**src/rtl/ifu_fetch.sv**
```systemverilog
// Instruction fetch unit: owns the PC, issues one-at-a-time word fetches and
// hands instructions to the decoder through a one-entry output buffer.
module ifu_fetch #(
  parameter int unsigned        ADDR_W   = 64,
  parameter int unsigned        INST_W   = 32,
  parameter logic [ADDR_W-1:0]  RESET_PC = ADDR_W'(64'h8000_0000)
) (
  input  logic              clk,
  input  logic              rst,
  output logic              imem_req_valid,
  input  logic              imem_req_ready,
  output logic [ADDR_W-1:0] imem_req_addr,
  input  logic              imem_rsp_valid,
  input  logic [INST_W-1:0] imem_rsp_data,
  input  logic              redirect_valid,
  input  logic [ADDR_W-1:0] redirect_pc,
  output logic              inst_valid,
  input  logic              inst_ready,
  output logic [INST_W-1:0] inst,
  output logic [ADDR_W-1:0] inst_pc,
  output logic              fetch_err
);

  typedef enum logic [1:0] {
    S_REQ  = 2'd0,
    S_WAIT = 2'd1,
    S_DROP = 2'd2
  } state_e;

  state_e            state_q;
  logic [ADDR_W-1:0] pc_q;
  logic [INST_W-1:0] inst_q;
  logic [ADDR_W-1:0] inst_pc_q;
  logic              inst_valid_q;
  logic              fetch_err_q;
  logic              req_fire;

  // Request only when the buffer is free this cycle; never depends on imem_req_ready.
  assign imem_req_valid = !rst && (state_q == S_REQ) && !fetch_err_q &&
                          (!inst_valid_q || inst_ready);
  assign imem_req_addr  = pc_q;
  assign req_fire       = imem_req_valid && imem_req_ready;

  assign inst_valid = inst_valid_q;
  assign inst       = inst_q;
  assign inst_pc    = inst_pc_q;
  assign fetch_err  = fetch_err_q;

  always_ff @(posedge clk or posedge rst) begin
    if (rst) begin
      state_q      <= S_REQ;
      pc_q         <= RESET_PC;
      inst_q       <= '0;
      inst_pc_q    <= '0;
      inst_valid_q <= 1'b0;
      fetch_err_q  <= 1'b0;
    end else if (redirect_valid) begin
      // Redirect wins: flush the buffer and mark any in-flight fetch as wrong-path.
      pc_q         <= redirect_pc;
      inst_valid_q <= 1'b0;
      if (redirect_pc[1:0] != 2'b00) begin
        fetch_err_q <= 1'b1;
      end
      case (state_q)
        S_REQ:          state_q <= req_fire ? S_DROP : S_REQ;
        S_WAIT, S_DROP: state_q <= imem_rsp_valid ? S_REQ : S_DROP;
        default:        state_q <= S_REQ;
      endcase
    end else begin
      if (inst_valid_q && inst_ready) begin
        inst_valid_q <= 1'b0;
      end
      case (state_q)
        S_REQ: begin
          if (req_fire) begin
            state_q <= S_WAIT;
          end
        end
        S_WAIT: begin
          if (imem_rsp_valid) begin
            inst_q       <= imem_rsp_data;
            inst_pc_q    <= pc_q;
            inst_valid_q <= 1'b1;
            pc_q         <= pc_q + ADDR_W'(4);
            state_q      <= S_REQ;
          end
        end
        S_DROP: begin
          if (imem_rsp_valid) begin
            state_q <= S_REQ;
          end
        end
        default: state_q <= S_REQ;
      endcase
    end
  end

endmodule

```
**config.mk**
```make
export PLATFORM = sky130hd
export DESIGN_NAME = ifu_fetch
export DESIGN_NICKNAME = d
export VERILOG_FILES = /design/src/rtl/ifu_fetch.sv
export SDC_FILE = /design/constraint.sdc
export NUM_CORES = 1
export LEC_CHECK = 0
export ABC_AREA = 1
export BUFFER_PORTS_ARGS = -buffer_cell sky130_fd_sc_hd__buf_2
export CORE_ASPECT_RATIO = 2
export CORE_MARGIN = 4
export CORE_UTILIZATION = 40
export DETAILED_ROUTE_END_ITERATION = 6
export PLACE_DENSITY_LB_ADDON = 0.15
export SYNTH_ARGS = -nofsm -noshare
export SYNTH_HDL_FRONTEND = slang
export SYNTH_SLANG_ARGS = --single-unit
```
**constraint.sdc**
```tcl
create_clock -name clk -period 5.86 [get_ports clk]
set_input_delay 0.879 -clock clk [delete_from_list [all_inputs] [get_ports clk]]
set_output_delay 0.879 -clock clk [all_outputs]
set_load 0.005 [all_outputs]
```
==> flow_metrics.py, run 1 <==
metrics = {
    "clock_network": {
        "insertion_delay_ns": 0.45,
        "cts_htree_levels": 4,
        "clockRootBuffer": "clkbuf_16",
        "cts_setup_buffers": 0,
        "clock-sinks": 164,
        "clk_pin_slew_ns": 0.06,
        "cts_tree": "done",
        "clock_path_buffers": 2,
        "cts_hold_buf": 0,
        "cts_buffers": 17,
        "post_cts_resized": 0,
    },
    "final_layout": {
        "seq_area_mm2": 0.00411,
        "drive_above_1_share": 0.233,
        "final_net_count": 1569,
        "fillers": 2210,
        "diodes": 0,
        "area_growth_syn_to_layout_pct": 24.0,
        "multiInputGateArea_mm2": 0.00403,
    },
    "timing": {
        "grt_setup_unrepaired": "false",
        "max_freq_ghz": 0.326,
        "setup_violations": 0,
        "fin_crit_ns": 3.06,
        "worstMarginPinSlew_ns": 1.04,
        "hold_viol_final": 0,
        "setup_tns_ns": 0,
        "fin_crit_sh": 0.523,
        "maxSlewViolCount": 0,
        "max_slew_margin": 0.308,
        "holdWs_ns": 0.465,
        "fin_skew_ns": 0.00940,
    },
    "floorplanning": {
        "initial_utilization": 0.406,
        "die_y_um": 217,
        "die_area_mm2": 0.0245,
        "die_w_um": 113,
        "core_mm2": 0.0216,
        "row_count": 76,
        "ios": 265,
    },
    "worst_setup_path": {
        "critical_path_buf_inv_count": 4,
        "r2r_slack_ns": 2.80,
        "required_ns": 6.22,
        "critPathSlowestCell": "buf_4",
        "reg2reg_to": "imem_req_addr[12]",
        "cp.arrival_ns": 3.42,
        "critPathMaxStageDelay_ns": 0.81,
        "cp_top_family": "buffers and inverters",
        "r2r-start": "state_q[1]",
        "cp-end-kind": "register",
        "crit_type": "reg2reg",
        "startpoint_type": "register",
        "cp_max_fo": 88,
        "r2r_cells": 9,
        "path_cells": "inv_1 > ha_1 > nand2_2 > inv_2 > nand2_4 > clkinv_2 > buf_4 > nand2_1 > o2111ai_1",
    },
    "logic_synthesis": {
        "ys_types": 40,
        "synthMuxAreaShare": 0,
        "ys_seq_area_frac": 0.468,
        "synth-xor-area-share": 0.00200,
        "synthAdderAreaFrac": 0.00571,
        "synth_area_per_cell_um2": 7.22,
        "yosys_warnings": 0,
        "synth_top_family_by_area": "simple AND/OR/NAND/NOR gates",
        "synth_compound_area_frac": 0.0638,
        "synth-simple-area-share": 0.387,
        "syn-cell-area_mm2": 0.00876,
        "syn_nets": 1320,
        "synth-seq-cells": 164,
        "synthCells": 1214,
    },
    "routing": {
        "dr.pass1.iters": 5,
        "drtIter0Drc": 470,
        "ant_nets": 0,
        "wirelength_um": 31600,
        "wire_per_inst_um": 18.1,
        "viasPerCell": 5.08,
        "route.detailed.drc": 0,
        "vias": 8874,
    },
    "power_and_ir_drop": {
        "p_leak_nw": 5.81,
        "vdd.ir_drop.worst_uv": 180,
        "cellPowerDensity_mw_per_mm2": 257,
    },
    "min_path": {
        "min_path_type": "reg2reg",
        "min_path_cells": 2,
        "whs_endpoint": "inst_pc[9]",
        "holdCritStartpoint": "inst_pc[9]",
    },
    "flow_run": {
        "cap_viol_max_count": 0,
    },
    "placement": {
        "io_buffers": 264,
        "dp_hpwl_um": 23900,
        "gp_congestion": 0.939,
    },
    "status": {
        "status": "finished clean",
    },
    "global_routing": {
        "grt_pass1_vias": 8695,
        "grt_pass1_wl_um": 47700,
        "grtUsageTotal": 0.255,
        "gr-total-overflow": 0,
        "grt_antenna_before_repair": 0,
        "grt_max_degree": 96,
    },
}
## layout by cell type, fill, tap and decap left out, types with 3 or more instances in the layout
cell type,synthesis,routed
o2111ai_1,8,8
clkinv_2,0,6
nand4_1,27,27
ha_1,4,4
nor2_4,11,11
nor2_1,224,224
nand3b_1,17,17
buf_2,24,264
clkbuf_16,0,17
o21ai_1,4,4
o21ai_0,64,64
bufinv_16,0,3
buf_4,1,6
nand2_4,2,3
nand3_2,3,3
nand2_2,9,8
inv_1,116,115
nand3_1,80,80
nor3_1,11,11
nor2_2,12,12
inv_2,4,3
nand2_1,384,384
a21oi_1,5,5
o211ai_1,5,5
clkinvlp_4,0,3
dfrtp_1,163,163
## power breakdown
| part | total (W) | leakage [nW] | internal (W) | switching [W] |
|---|---|---|---|---|
| clock | 0.00113 | 0.274 | 0.000660 | 0.000467 |
| combinational | 0.000354 | 3.39 | 0.000147 | 0.000207 |
| sequential | 0.00132 | 2.15 | 0.00122 | 0.0000972 |
| total | 0.00280 | 5.81 | 0.00203 | 0.000771 |
## worst max-delay path by stage
| stage | start | cells after the start | slack [ns] | endpoint |
|---|---|---|---|---|
| CTS | state_q[1] | 9 | 2.80 | imem_req_addr[18] |
| global route | state_q[1] | 9 | 2.52 | imem_req_addr[12] |
| global placement | redirect_valid | 7 | 2.49 | imem_req_addr[17] |
| finish | state_q[1] | 9 | 2.80 | imem_req_addr[12] |
| detailed placement | redirect_valid | 7 | 2.40 | imem_req_addr[18] |
| floorplan | rst | 1 | 0.53 | fetch_err |
## logic make-up (layout without fill, tap and decap cells)
kind of cell / after synthesis / count (layout)
AND/OR/NAND/NOR: 786 / 786
buffers and inverters: 161 / 421
adder cells (fa/ha/maj): 4 / 4
flip-flops: 164 / 164
AO/OA/AOI/OAI: 97 / 97
XOR/XNOR: 2 / 2
## Yosys cell counts (all sizes together)
| cell type | number | area [um^2] |
|---|---|---|
| a31oi | 2 | 12.5 |
| o2111ai | 8 | 70.1 |
| ha | 4 | 50.1 |
| xor2 | 1 | 8.76 |
| o21ai | 68 | 340 |
| a21oi | 5 | 25.0 |
| xnor2 | 1 | 8.76 |
| and2 | 2 | 13.8 |
| clkbuf | 14 | 52.6 |
| nand4 | 27 | 169 |
| nor4 | 1 | 6.26 |
| o22ai | 1 | 6.26 |
| dfstp | 1 | 26.3 |
| o21a | 2 | 15.0 |
| or2 | 2 | 12.5 |
| o311ai | 2 | 17.5 |
| nand3b | 17 | 128 |
| nor2 | 248 | 1060 |
| inv | 120 | 450 |
| o211ai | 5 | 37.5 |
| nand3 | 83 | 430 |
| clkinv | 1 | 3.75 |
| a22o | 2 | 17.5 |
| dfrtp | 163 | 4080 |
| o221ai | 2 | 17.5 |
| nand2 | 395 | 1520 |
| buf | 26 | 131 |
| nor3 | 11 | 55.1 |
## flip-flops by register name, summed over array words and instances (netlist names)
| signal | flops |
|---|---|
| imem_req_addr | 64 |
| inst_pc | 64 |
| inst | 32 |
| state_q | 2 |
| fetch_err | 1 |
| inst_valid | 1 |
## worst register-to-register path, cell delays in order (launching register included)
cell and delay, ns:
dfrtp_1 0.39, inv_1 0.10, ha_1 0.16, nand2_2 0.12, inv_2 0.14, nand2_4 0.34, clkinv_2 0.41, buf_4 0.82
nand2_1 0.25, o2111ai_1 0.25
## cell type report
type	count	area share
Clock buffer	19	0.0398
Clock inverter	11	0.0127
Inverter	121	0.0424
Multi-Input combinational cell	889	0.370
Sequential cell	164	0.378
Tap cell	273	0.0314
Timing Repair Buffer	270	0.126
## per-layer routing
metal / part of all wire / vias up / GRT usage / wire length [um]
li1: - / 4339 / - / -
met1: 0.35 / 4162 / 0.269 / 11100
met2: 0.54 / 299 / 0.473 / 17200
met3: 0.054 / 74 / 0.0487 / 1690
met4: 0.050 / 0 / 0.129 / 1600
met5: 0 / - / 0 / 0
## per-stage QoR
stage | setup slack (ns) | power, W | utilization | cells | area (um^2)
6_report | 2.80 | 0.00280 | 0.504 | 1747 | 10900
5_1_grt | 2.52 | 0.00291 | 0.504 | 1747 | 10900
4_1_cts | 2.80 | 0.00282 | 0.504 | 1747 | 10900
3_5_place_dp | 2.40 | 0.00169 | 0.477 | 1717 | 10300
3_3_place_gp | 2.49 | 0.00169 | 0.477 | 1717 | 10300
2_1_floorplan | 0.530 | 0.00148 | - | 1214 | 8760
Note: power is estimated with default switching activity, not from simulation.
==> run 2, diff against run 1 <==
clock period = 2.9 ns   (was 5.86 ns; I/O delays follow)
==> run 2 against run 1 <==
Fmax rose by 33%. Combinational power grew 100%. Critical endpoint is now inst_pc[6]. Power increased by 100%. Non-clock buffer count up 4.
==> flow_metrics.py, run 2 (synthesis gave the netlist of run 1 again) <==
metrics = {
    "clock_network": {
        "cts_htree_levels": 4,
        "cts_setup_buffers": 0,
        "cts_buffers": 17,
        "clock-sinks": 164,
        "cts_hold_buf": 0,
        "cts_tree": "done",
        "clk_pin_slew_ns": 0.06,
        "post_cts_resized": 0,
        "insertion_delay_ns": 0.45,
        "clockRootBuffer": "clkbuf_16",
        "clock_path_buffers": 2,
    },
    "placement": {
        "dp_hpwl_um": 24300,
        "io_buffers": 264,
        "gp_congestion": 0.948,
    },
    "floorplanning": {
        "initial_utilization": 0.406,
        "die_y_um": 217,
        "core_mm2": 0.0216,
        "die_area_mm2": 0.0245,
        "ios": 265,
        "row_count": 76,
        "die_w_um": 113,
    },
    "timing": {
        "setup_violations": 0,
        "worstMarginPinSlew_ns": 0.987,
        "fin_skew_ns": 0.00878,
        "setup_tns_ns": 0,
        "grt_setup_unrepaired": "false",
        "maxSlewViolCount": 0,
        "holdWs_ns": 0.182,
        "max_slew_margin": 0.342,
        "max_freq_ghz": 0.435,
        "hold_viol_final": 0,
        "fin_crit_sh": 0.792,
        "fin_crit_ns": 2.30,
    },
    "worst_setup_path": {
        "cp-end-kind": "register",
        "crit_type": "reg2reg",
        "cp_top_family": "buffers and inverters",
        "required_ns": 3.22,
        "path_common_cell": "buf_4",
        "r2r-start": "state_q[0]",
        "critPathSlowestCell": "buf_4",
        "startpoint_type": "register",
        "cp_max_fo": 50,
        "critPathMaxStageDelay_ns": 0.51,
        "r2r_cells": 7,
        "reg2reg_to": "inst_pc[6]",
        "r2r_slack_ns": 0.60,
        "path_cells": "ha_1 > nand2_2 > inv_2 > nand2_4 > buf_4 > buf_4 > o21ai_0",
        "cp.arrival_ns": 2.62,
        "critical_path_buf_inv_count": 3,
    },
    "min_path": {
        "holdCritStartpoint": "imem_rsp_data[26]",
        "min_path_type": "in2reg",
        "whs_endpoint": "inst[26]",
        "min_path_cells": 3,
    },
    "routing": {
        "viasPerCell": 5.06,
        "wire_per_inst_um": 18.1,
        "ant_nets": 0,
        "drtIter0Drc": 524,
        "wirelength_um": 31800,
        "dr.pass1.iters": 5,
        "vias": 8872,
        "route.detailed.drc": 0,
    },
    "global_routing": {
        "grt_pass1_wl_um": 48700,
        "grt_antenna_before_repair": 2,
        "grt_pass1_vias": 8884,
        "gr-total-overflow": 0,
        "grtUsageTotal": 0.260,
        "grt_max_degree": 165,
    },
    "status": {
        "status": "finished clean",
    },
    "final_layout": {
        "final_common_cell": "nand2_1",
        "mostFrequentLayoutCells": "384 x nand2_1, 264 x buf_2, 224 x nor2_1, 163 x dfrtp_1, 115 x inv_1",
        "fillers": 2267,
        "drive_above_1_share": 0.236,
        "area_growth_syn_to_layout_pct": 24.8,
        "finish.utilization": 0.507,
        "final_net_count": 1573,
    },
    "power_and_ir_drop": {
        "totalPowerFinal_w": 0.00564,
        "vdd.ir_drop.worst_uv": 436,
        "p_leak_nw": 5.84,
        "cellPowerDensity_mw_per_mm2": 515,
    },
    "flow_run": {
        "cap_viol_max_count": 0,
    },
}
-- run 2: stage by stage --
step                instances  instance area (um^2)  setup WS [ns]
finish                   1754                 10900          0.603
global placement         1721                 10400          0.699
detailed placement       1721                 10400          0.638
floorplan                1214                  8770         -0.745
CTS                      1752                 10900          0.609
global route             1754                 10900          0.380
-- run 2: area by class of cell --
class | instances | area (um^2) | share of cell area
well taps | 273 | 342 | 0.0312
flip-flops and latches | 164 | 4110 | 0.375
inverters | 121 | 459 | 0.0420
diodes | 2 | 5.00 | 0.000458
repair buffers | 274 | 1420 | 0.130
clock buffers | 22 | 474 | 0.0434
clock inverters | 9 | 104 | 0.00950
multi-input cells | 889 | 4030 | 0.368
-- run 2: layer usage --
layer  global-route usage  routed length, um  vias up
met5                    0                  0        -
li1                     -                  -     4345
met3               0.0590               1690       79
met1                0.264              11100     4163
met2                0.469              16900      285
met4                0.166               2080        0
-- run 2: worst max path at each step --
| stage | start | to | slack (ns) | cells past startpoint |
|---|---|---|---|---|
| after floorplan | rst | state_q[1] | -0.74 | 4 |
| after global placement | state_q[0] | inst_pc[6] | 0.70 | 7 |
| after detailed placement | state_q[0] | inst_pc[6] | 0.64 | 7 |
| after CTS | state_q[0] | inst_pc[6] | 0.61 | 7 |
| after global routing | state_q[0] | inst[27] | 0.38 | 8 |
| final | state_q[0] | inst_pc[6] | 0.60 | 7 |
-- run 2: where the power goes --
group	switching, W	internal, W	total (W)	leakage (nW)
sequential	0.000198	0.00246	0.00266	2.15
clock	0.000944	0.00132	0.00227	0.282
combinational	0.000410	0.000298	0.000709	3.41
-- run 2: worst min-delay path, delay by kind of cell --
| kind | cells | cell delay (ns) |
|---|---|---|
| buffers and inverters | 1 | 0.08 |
| and+or+nand+nor | 2 | 0.09 |
